<file path="src/rtl/game_flow_ctrl_pkg.sv">
// Shared constants for the game sequencer: state encodings, PS/2 make codes
// and datapath widths, plus the saturating score increment.
package game_pkg;

    localparam int unsigned SCORE_W = 7;
    localparam int unsigned LIFE_W  = 2;
    localparam int unsigned STATE_W = 3;
    localparam int unsigned CNT_W   = 8;

    // Game state encodings (visible on the state output for VGA overlay select)
    localparam logic [STATE_W-1:0] ST_TITLE = 3'd0;
    localparam logic [STATE_W-1:0] ST_PLAY  = 3'd1;
    localparam logic [STATE_W-1:0] ST_HIT   = 3'd2;
    localparam logic [STATE_W-1:0] ST_PAUSE = 3'd3;
    localparam logic [STATE_W-1:0] ST_OVER  = 3'd4;

    // PS/2 set-2 make codes
    localparam logic [7:0] KEY_ENTER = 8'h5A;
    localparam logic [7:0] KEY_PAUSE = 8'h4D;
    localparam logic [7:0] KEY_ESC   = 8'h76;

    function automatic logic [SCORE_W-1:0] sat_inc(input logic [SCORE_W-1:0] v,
                                                   input logic [SCORE_W-1:0] max_v);
        return (v >= max_v) ? max_v : v + 1'b1;
    endfunction

endpackage

</file>
<file path="src/rtl/game_flow_ctrl_if.sv">
// Event inputs from the key decoder / collision datapath and the
// status outputs toward the display path, bundled as one interface.
interface game_flow_ctrl_if;
    import game_pkg::*;

    logic                 frame_tick;
    logic                 key_valid;
    logic [7:0]           key_code;
    logic                 collide;
    logic                 coin;
    logic [SCORE_W-1:0]   score;
    logic [LIFE_W-1:0]    life;
    logic [STATE_W-1:0]   state;
    logic                 run_en;
    logic                 blink;
    logic                 new_game;

    modport master (
        output frame_tick, key_valid, key_code, collide, coin,
        input  score, life, state, run_en, blink, new_game
    );

    modport slave (
        input  frame_tick, key_valid, key_code, collide, coin,
        output score, life, state, run_en, blink, new_game
    );

endinterface

</file>
<file path="src/rtl/game_flow_ctrl_frame_down_cnt.sv">
// Loadable frame down-counter. Load wins over tick; tick decrements unless
// held or already zero. Exposes the next value so the owner can register
// outputs derived from it without an extra cycle of lag.
module frame_down_cnt #(
    parameter int unsigned W = 8
) (
    input  logic         clk,
    input  logic         rst_n,
    input  logic         load_i,
    input  logic [W-1:0] load_val_i,
    input  logic         tick_i,
    input  logic         hold_i,
    output logic [W-1:0] cnt_o,
    output logic [W-1:0] cnt_next_o,
    output logic         zero_o,
    output logic         one_o
);

    logic [W-1:0] cnt_q;
    logic [W-1:0] cnt_d;

    // Next count: load, else decrement on an unheld tick, else hold
    always_comb begin
        cnt_d = cnt_q;
        if (load_i) begin
            cnt_d = load_val_i;
        end else if (tick_i && !hold_i && (cnt_q != '0)) begin
            cnt_d = cnt_q - 1'b1;
        end
    end

    // Count register
    always_ff @(posedge clk or negedge rst_n) begin
        if (!rst_n) begin
            cnt_q <= '0;
        end else begin
            cnt_q <= cnt_d;
        end
    end

    assign cnt_o      = cnt_q;
    assign cnt_next_o = cnt_d;
    assign zero_o     = (cnt_q == '0);
    assign one_o      = (cnt_q == W'(1));

endmodule

</file>
<file path="src/rtl/game_flow_ctrl.sv">
// Game-level sequencer: owns game state, score and lives, gates object
// motion via run_en and pulses new_game on TITLE->PLAY. All outputs are
// registered and reflect the qualifying input one cycle later.
module game_flow_ctrl
    import game_pkg::*;
#(
    parameter int unsigned LIVES_INIT  = 3,
    parameter int unsigned SCORE_MAX   = 99,
    parameter int unsigned HIT_FRAMES  = 60,
    parameter int unsigned OVER_FRAMES = 180
) (
    input  logic             clk,
    input  logic             rst_n,
    game_flow_ctrl_if.slave  bus
);

    localparam logic [LIFE_W-1:0]  LIVES_V = LIFE_W'(LIVES_INIT);
    localparam logic [SCORE_W-1:0] SMAX_V  = SCORE_W'(SCORE_MAX);
    localparam logic [CNT_W-1:0]   HIT_V   = CNT_W'(HIT_FRAMES);
    localparam logic [CNT_W-1:0]   OVER_V  = CNT_W'(OVER_FRAMES);

    logic [STATE_W-1:0] state_q,  state_d;
    logic [STATE_W-1:0] resume_q, resume_d;
    logic [SCORE_W-1:0] score_q,  score_d;
    logic [LIFE_W-1:0]  life_q,   life_d;
    logic               run_en_q, run_en_d;
    logic               blink_q,  blink_d;
    logic               new_game_q, new_game_d;

    logic               key_enter, key_pause, key_esc;
    logic               hit_load, hit_freeze, hit_hold;
    logic               over_load, over_hold;
    logic [CNT_W-1:0]   hit_cnt, hit_next;
    logic [CNT_W-1:0]   over_cnt, over_next;
    logic               hit_zero, hit_one, over_zero, over_one;
    logic               unused_cnt;

    assign key_enter = bus.key_valid && (bus.key_code == KEY_ENTER);
    assign key_pause = bus.key_valid && (bus.key_code == KEY_PAUSE);
    assign key_esc   = bus.key_valid && (bus.key_code == KEY_ESC);

    // Invulnerability counter runs only in HIT and freezes on the cycle PAUSE is taken
    assign hit_hold  = (state_q != ST_HIT) || hit_freeze;
    assign over_hold = (state_q != ST_OVER);

    frame_down_cnt #(.W(CNT_W)) u_hit_cnt (
        .clk        (clk),
        .rst_n      (rst_n),
        .load_i     (hit_load),
        .load_val_i (HIT_V),
        .tick_i     (bus.frame_tick),
        .hold_i     (hit_hold),
        .cnt_o      (hit_cnt),
        .cnt_next_o (hit_next),
        .zero_o     (hit_zero),
        .one_o      (hit_one)
    );

    frame_down_cnt #(.W(CNT_W)) u_over_cnt (
        .clk        (clk),
        .rst_n      (rst_n),
        .load_i     (over_load),
        .load_val_i (OVER_V),
        .tick_i     (bus.frame_tick),
        .hold_i     (over_hold),
        .cnt_o      (over_cnt),
        .cnt_next_o (over_next),
        .zero_o     (over_zero),
        .one_o      (over_one)
    );

    assign unused_cnt = ^{hit_cnt, over_cnt, over_next};

    // Next-state: ESC beats collide beats P; coin applies in PLAY/HIT regardless
    always_comb begin
        state_d    = state_q;
        resume_d   = resume_q;
        score_d    = score_q;
        life_d     = life_q;
        new_game_d = 1'b0;
        hit_load   = 1'b0;
        hit_freeze = 1'b0;
        over_load  = 1'b0;

        case (state_q)
            ST_TITLE: begin
                if (key_enter) begin
                    state_d    = ST_PLAY;
                    score_d    = '0;
                    life_d     = LIVES_V;
                    new_game_d = 1'b1;
                end
            end

            ST_PLAY: begin
                if (bus.coin) begin
                    score_d = sat_inc(score_q, SMAX_V);
                end
                if (key_esc) begin
                    state_d = ST_TITLE;
                end else if (bus.collide) begin
                    if (life_q <= LIFE_W'(1)) begin
                        life_d    = '0;
                        over_load = 1'b1;
                        state_d   = ST_OVER;
                    end else begin
                        life_d   = life_q - 1'b1;
                        hit_load = 1'b1;
                        state_d  = ST_HIT;
                    end
                end else if (key_pause) begin
                    state_d  = ST_PAUSE;
                    resume_d = ST_PLAY;
                end
            end

            ST_HIT: begin
                if (bus.coin) begin
                    score_d = sat_inc(score_q, SMAX_V);
                end
                // Pausing freezes the counter even if a tick lands in the same
                // cycle, so a resumed HIT always has a non-zero count to expire.
                if (key_esc) begin
                    state_d = ST_TITLE;
                end else if (key_pause) begin
                    state_d    = ST_PAUSE;
                    resume_d   = ST_HIT;
                    hit_freeze = 1'b1;
                end else if (bus.frame_tick && (hit_one || hit_zero)) begin
                    state_d = ST_PLAY;
                end
            end

            ST_PAUSE: begin
                if (key_esc) begin
                    state_d = ST_TITLE;
                end else if (key_pause) begin
                    state_d = resume_q;
                end
            end

            ST_OVER: begin
                if (bus.frame_tick && (over_one || over_zero)) begin
                    state_d = ST_TITLE;
                end
            end

            default: begin
                state_d = ST_TITLE;
            end
        endcase

        run_en_d = (state_d == ST_PLAY) || (state_d == ST_HIT);
        blink_d  = (state_d == ST_HIT) && hit_next[3];
    end

    // Game state, score/life and registered outputs
    always_ff @(posedge clk or negedge rst_n) begin
        if (!rst_n) begin
            state_q    <= ST_TITLE;
            resume_q   <= ST_PLAY;
            score_q    <= '0;
            life_q     <= LIVES_V;
            run_en_q   <= 1'b0;
            blink_q    <= 1'b0;
            new_game_q <= 1'b0;
        end else begin
            state_q    <= state_d;
            resume_q   <= resume_d;
            score_q    <= score_d;
            life_q     <= life_d;
            run_en_q   <= run_en_d;
            blink_q    <= blink_d;
            new_game_q <= new_game_d;
        end
    end

    assign bus.state    = state_q;
    assign bus.score    = score_q;
    assign bus.life     = life_q;
    assign bus.run_en   = run_en_q;
    assign bus.blink    = blink_q;
    assign bus.new_game = new_game_q;

endmodule

</file>
<file path="src/flat_wrapper.sv">
// flat-port wrapper written by rule: the top's interface ports become plain ports
module game_flow_ctrl_flat import game_pkg::*;
#(
    parameter int unsigned LIVES_INIT  = 3,
    parameter int unsigned SCORE_MAX   = 99,
    parameter int unsigned HIT_FRAMES  = 60,
    parameter int unsigned OVER_FRAMES = 180
)
  (clk, rst_n, bus_frame_tick, bus_key_valid, bus_key_code, bus_collide, bus_coin, bus_score, bus_life, bus_state, bus_run_en, bus_blink, bus_new_game);
  game_flow_ctrl_if bus_i ();
  input  logic clk;
  input  logic rst_n;
  input wire logic [$bits(bus_i.frame_tick)-1:0] bus_frame_tick;
  input wire logic [$bits(bus_i.key_valid)-1:0] bus_key_valid;
  input wire logic [$bits(bus_i.key_code)-1:0] bus_key_code;
  input wire logic [$bits(bus_i.collide)-1:0] bus_collide;
  input wire logic [$bits(bus_i.coin)-1:0] bus_coin;
  output wire logic [$bits(bus_i.score)-1:0] bus_score;
  output wire logic [$bits(bus_i.life)-1:0] bus_life;
  output wire logic [$bits(bus_i.state)-1:0] bus_state;
  output wire logic [$bits(bus_i.run_en)-1:0] bus_run_en;
  output wire logic [$bits(bus_i.blink)-1:0] bus_blink;
  output wire logic [$bits(bus_i.new_game)-1:0] bus_new_game;
  assign bus_i.frame_tick = bus_frame_tick;
  assign bus_i.key_valid = bus_key_valid;
  assign bus_i.key_code = bus_key_code;
  assign bus_i.collide = bus_collide;
  assign bus_i.coin = bus_coin;
  assign bus_score = bus_i.score;
  assign bus_life = bus_i.life;
  assign bus_state = bus_i.state;
  assign bus_run_en = bus_i.run_en;
  assign bus_blink = bus_i.blink;
  assign bus_new_game = bus_i.new_game;
  game_flow_ctrl #(.LIVES_INIT(LIVES_INIT), .SCORE_MAX(SCORE_MAX), .HIT_FRAMES(HIT_FRAMES), .OVER_FRAMES(OVER_FRAMES)) u_core (.clk(clk), .rst_n(rst_n), .bus(bus_i));
endmodule
</file>
<file path="config.mk">
export PLATFORM = sky130hd
export DESIGN_NAME = game_flow_ctrl_flat
export DESIGN_NICKNAME = d
export VERILOG_FILES = /design/src/rtl/game_flow_ctrl_pkg.sv /design/src/rtl/game_flow_ctrl_if.sv /design/src/rtl/game_flow_ctrl_frame_down_cnt.sv /design/src/rtl/game_flow_ctrl.sv /design/src/flat_wrapper.sv
export SDC_FILE = /design/constraint.sdc
export NUM_CORES = 1
export LEC_CHECK = 0
export CAP_MARGIN = 20
export CORE_MARGIN = 8
export CORE_UTILIZATION = 30
export DETAILED_ROUTE_END_ITERATION = 6
export PLACE_DENSITY_LB_ADDON = 0.08
export SLEW_MARGIN = 0
export SYNTH_ARGS = -nofsm -noshare
export SYNTH_HDL_FRONTEND = slang
export SYNTH_SLANG_ARGS = --single-unit
export TNS_END_PERCENT = 100
</file>
<file path="constraint.sdc">
create_clock -name clk -period 3.9 [get_ports clk]
set_input_delay 0.39 -clock clk [delete_from_list [all_inputs] [get_ports clk]]
set_output_delay 0.39 -clock clk [all_outputs]
set_load 0.02 [all_outputs]
</file>
; Word level (Yosys, flattened, before mapping)
; Index checks and enable logic that the tools add are counted.
[classes]
n_addsub = 4
magnitude_cmp = 2
eq_ne = 21
n_mux = 44
reduce_logical = 30
[op_table]
columns = op, n
row1 = $mux 3, 16
row2 = $mux 8, 4
row3 = $eq 8x7->1 const B, 3
row4 = $mux 7, 3
row5 = $eq 8x1->1 const B, 2
row6 = $logic_not 8->1, 2
row7 = $reduce_bool 8->1, 2
row8 = $sub 8x1->8 const B, 2
row9 = $pmux 3 s5, 1
row10 = $pmux 7 s2, 1
row11 = $mux 1, 13
row12 = $logic_and 1x1->1, 10
row13 = $reduce_bool 2->1, 5
row14 = $eq 3x2->1 const B, 3
row15 = $mux 2, 4
row16 = $ne 2x1->1 const B, 4
row17 = $ne 2x2->1 const B, 4
row18 = $add 7x1->7 const B, 1
row19 = $ge 7x7->1 const B, 1
row20 = $eq 3x1->1 const B, 2
row21 = $pmux 3 s2, 1
row22 = $reduce_and 6->1, 1
row23 = $logic_or 1x1->1, 4
row24 = $pmux 2 s2, 1
row25 = 10 further kinds, 11
[word_totals]
register_bits = 34
inputBits = 14
output_inout_bits = 15
wordCells = 111

; Longest topological paths before layout
[depth]
word_depth = 12
depth_mapped = 7
depth_no_buf = 7

; Hierarchy
; A second synthesis with hierarchy kept.
[unflattened]
cells_unflattened = 224
area_unflattened_um2 = 2050.7
[modules_own_cells]
columns = mod, n_inst, cells_each, area_per_inst_um2, seq_area_each_um2
row1 = frame_down_cnt, 2, 56, 525.5, 200.2
row2 = game_flow_ctrl, 1, 112, 999.7, 429.2

; Worst setup path before layout
; No wires, ideal clock.
[synth_path]
path_kind = reg-to-reg
from = register u_core.state_q[1] (netlist: u_core.bus.state[1])
to = register u_core.score_q[3] (netlist: u_core.bus.score[3])
setup_time_ns = 0.126
arrival_time_ns = 1.908
required_ns = 3.774
setup_slack_ns = 1.867
path_stages_with_launch = 8
path_buffers = 1
synth_period_minus_slack_ns = 2.033
cell_sequence = dfrtp_1 -> or4_1 -> or4_1 -> buf_2 -> clkinv_4 -> o2111ai_1 -> xor2_1 -> nor2_1
[synth_between]
elab_chain_len = 4
elab_cells_between_ends = 9
cone_classes = eq/ne: 4 / mux: 1 / reduce/logical: 4
[synth_rtl]
columns = element, line_no
row1 = from (decl), game_flow_ctrl.sv:22  ; logic [STATE_W-1:0] state_q, state_d;
row2 = from (signal assigned), game_flow_ctrl.sv:168  ; state_q <= state_d;
row3 = $eq 3x1->1 or $eq 3x2->1 (tied branches), game_flow_ctrl.sv:85  ; case (state_q)
row4 = $reduce_or 2->1 (no source line), n/a
row5 = $ne 2x1->1 (no source line) or $reduce_bool 2->1 (tied branches), n/a
row6 = $reduce_and 3->1 (no source line), n/a
row7 = to (signal assigned), game_flow_ctrl.sv:170  ; score_q <= score_d;
row8 = to (decl), game_flow_ctrl.sv:24  ; logic [SCORE_W-1:0] score_q, score_d;
; Several ways; a longest one is shown, not always the timed one.
; A chain may end at the register's enable or synchronous reset.

; Worst setup path after layout
; Ends and elaborated chain as after synthesis.

==> reports/qor.csv <==
metric,value,unit
status,"complete, no violations",
drc_errors,0,
syn_area,0.00188,sq mm
synth_area_leader_cell,dfrtp_1,
rsz0062_at_grt,no,
synthFlopType,dfrtp_1,
first_pass_iters,4,
hold_start,u_core.resume_q[0],
drv_cap,0,
ff2ff_path_depth,6,
synth_most_common_cell,dfrtp_1,
fp.dieW,95.1,um
antenna_found_initial,0,
wl,4530,um
dpl.cell_count,302,
critPathCaptureType,flop,
vias,1560,
die_area,0.00905,sq mm
final_util,0.374,
drtIter0Drc,64,
critPathTopFamily,simple AND/OR/NAND/NOR gates,
clockRootBuffer,clkbuf_8,
wl_per_cell,14.6,um
worstPathMaxFanout,15,
yosys-top-cells-count,"dfrtp_1 (30), nor2_1 (26), nand2_1 (17), xor2_1 (12)",
fin_crit_sh,0.590,
fin_cells,310,
min_path_type,flop to flop,
fmax,435,MHz
ir_drop,0.155,mV
synth_seq_cells,33,
crit_path_cell_trace,or4_1 > or4_1 > clkinv_4 > o2111ai_1 > xor2_1 > nor2_1,
htreeDepth,2,
worst-slew-pin-transition,0.795,ns
min_to,u_core.resume_q[0],
crit-reg2reg-capture,u_core.bus.score[3],
crit_slowest_cell,or4_1,
final_nets,253,
grt_pass1_wl,7690,um
synth-edff-count,0,
ys_seq_area_frac,0.441,
coreArea,0.00620,sq mm
synthTopCellsByArea,"dfrtp_1 (40%), xor2_1 (5.6%), nor2_1 (5.2%)",
grt_usage,0.108,
slew_headroom,0.465,
grt_max_degree,34,
dp.final_hpwl,3340,um
maxSlewViolCount,0,
finalHoldViolCount,0,
ant_nets,0,
yosysTopAreaCellShare,0.399,
syn_nets,223,
avgSynthCellArea,9.30,sq um
ys_async_sr_fraction,1.00,
clkTransAtPathRegs,0.07,ns
worst_path_largest_cell_delay,0.57,ns
rows,29,
gr-total-overflow,0,
port_buffers,28,
clock_skew,0.00513,ns
area_delta_synth_final,23.4,%
crit_type,flop to flop,
n_antenna_cell,0,
synth_cell_type_count,49,
clock_path_buffers,2,
min_path_cells,1,
r2r_start,u_core.bus.state[1],
syn_inst,202,
cts-resized-gates,0,
yosysWarnings,0,
initial_core_util,0.303,
cts_buffers,5,
die_height,95.1,um
p_per_area,369,mW/mm^2
io_pins,29,
crit_required,4.11,ns
grt_pass1_vias,1561,
holdBufCountCts,0,
gp_congestion,0.748,
r2r_slack,1.60,ns
cts_tree,built,
fin_crit,2.30,ns
clock_latency,0.28,ns
setup_viol_count_final,0,
arrival,2.52,ns
layout-drive-gt1-share,0.0644,
post_cts_buffers,0,
path_buf_inv,1,
p_leak,0.998,nW
via_per_inst,5.03,
fin_setup_tns,0,ns
cp-start-kind,flop,
cp_common_cell,or4_1,
clkSinkCount,33,
[state kept, by name (all words and copies together), names as in the netlist]
register and count:
u_core.u_hit_cnt.cnt_o 8, u_core.resume_q 2, u_core.bus.state 3, u_core.u_over_cnt.cnt_o 8, u_core.bus.run_en 1, u_core.bus.score 7
u_core.bus.blink 1, u_core.bus.life 2, u_core.bus.new_game 1
[per-stage QoR]
step / setup WS [ns] / hold WS [ns] / cell area, sq um / power (mW)
after detailed placement: 1.27 / 0.491 / 2240 / 0.614
after global routing: 1.43 / 0.528 / 2320 / 0.920
after CTS: 1.57 / 0.508 / 2320 / 0.874
after global placement: 1.27 / 0.499 / 2240 / 0.616
after floorplan: 1.87 / 0.0944 / 1880 / 0.545
final: 1.60 / 0.505 / 2320 / 0.854
[layout by cell type, fill, tap and decap left out, types with 4 or more instances in the layout]
master | Yosys | routed
dfrtp_1 | 30 | 30
clkdlybuf4s50_1 | 0 | 28
nor2_1 | 26 | 26
nand2_1 | 17 | 17
xor2_1 | 12 | 12
inv_1 | 11 | 11
a21oi_1 | 11 | 11
nand3_1 | 10 | 10
ha_1 | 7 | 7
a211oi_1 | 5 | 5
clkbuf_8 | 0 | 5
nor4_1 | 4 | 4
or4_1 | 4 | 4
or3_1 | 4 | 4
xnor2_1 | 4 | 4
[worst max path at each step]
| stage | start | slack, ns | cells past startpoint | end |
|---|---|---|---|---|
| floorplan | u_core.bus.state[1] | 1.87 | 7 | u_core.bus.score[3] |
| global placement | bus_key_code[2] | 1.27 | 6 | u_core.bus.blink |
| detailed placement | bus_key_code[2] | 1.27 | 6 | u_core.bus.blink |
| CTS | bus_key_code[2] | 1.57 | 6 | u_core.bus.blink |
| global route | u_core.bus.state[1] | 1.43 | 6 | u_core.bus.score[3] |
| finish | u_core.bus.state[1] | 1.60 | 6 | u_core.bus.score[3] |
[report_power, final]
group | leakage (nW) | total [mW] | internal, mW | switching, mW
Clock | 0.0450 | 0.250 | 0.124 | 0.126
Sequential | 0.437 | 0.429 | 0.382 | 0.0463
Combinational | 0.516 | 0.176 | 0.0816 | 0.0940
Total | 0.998 | 0.854 | 0.588 | 0.267
[cells by family after synthesis]
family,count (synthesis),synth area share
and+or+nand+nor,88,0.244
adders and majority gates,7,0.0466
xor gates and xnor gates,16,0.0746
DFF,33,0.441
AOI/OAI and AO/OA,40,0.152
buffers and inverters,18,0.0413
[area by class of cell]
type	instances	area (sq um)
Fill cell	627	3890
Multi-Input combinational cell	151	972
Sequential cell	33	830
Timing Repair Buffer	29	288
Tap cell	77	96.3
Clock buffer	6	72.6
Inverter	12	50.0
Clock inverter	2	10.0
[layer usage]
layer	global-route usage	share of wire	up-vias	routed length [um]
li1	-	-	789	-
met4	0.0390	0.013	0	57
met2	0.170	0.46	22	2080
met3	0.0283	0.047	7	212
met5	0	0	-	0
met1	0.140	0.48	742	2190
Power figures use the tool's default switching activity.
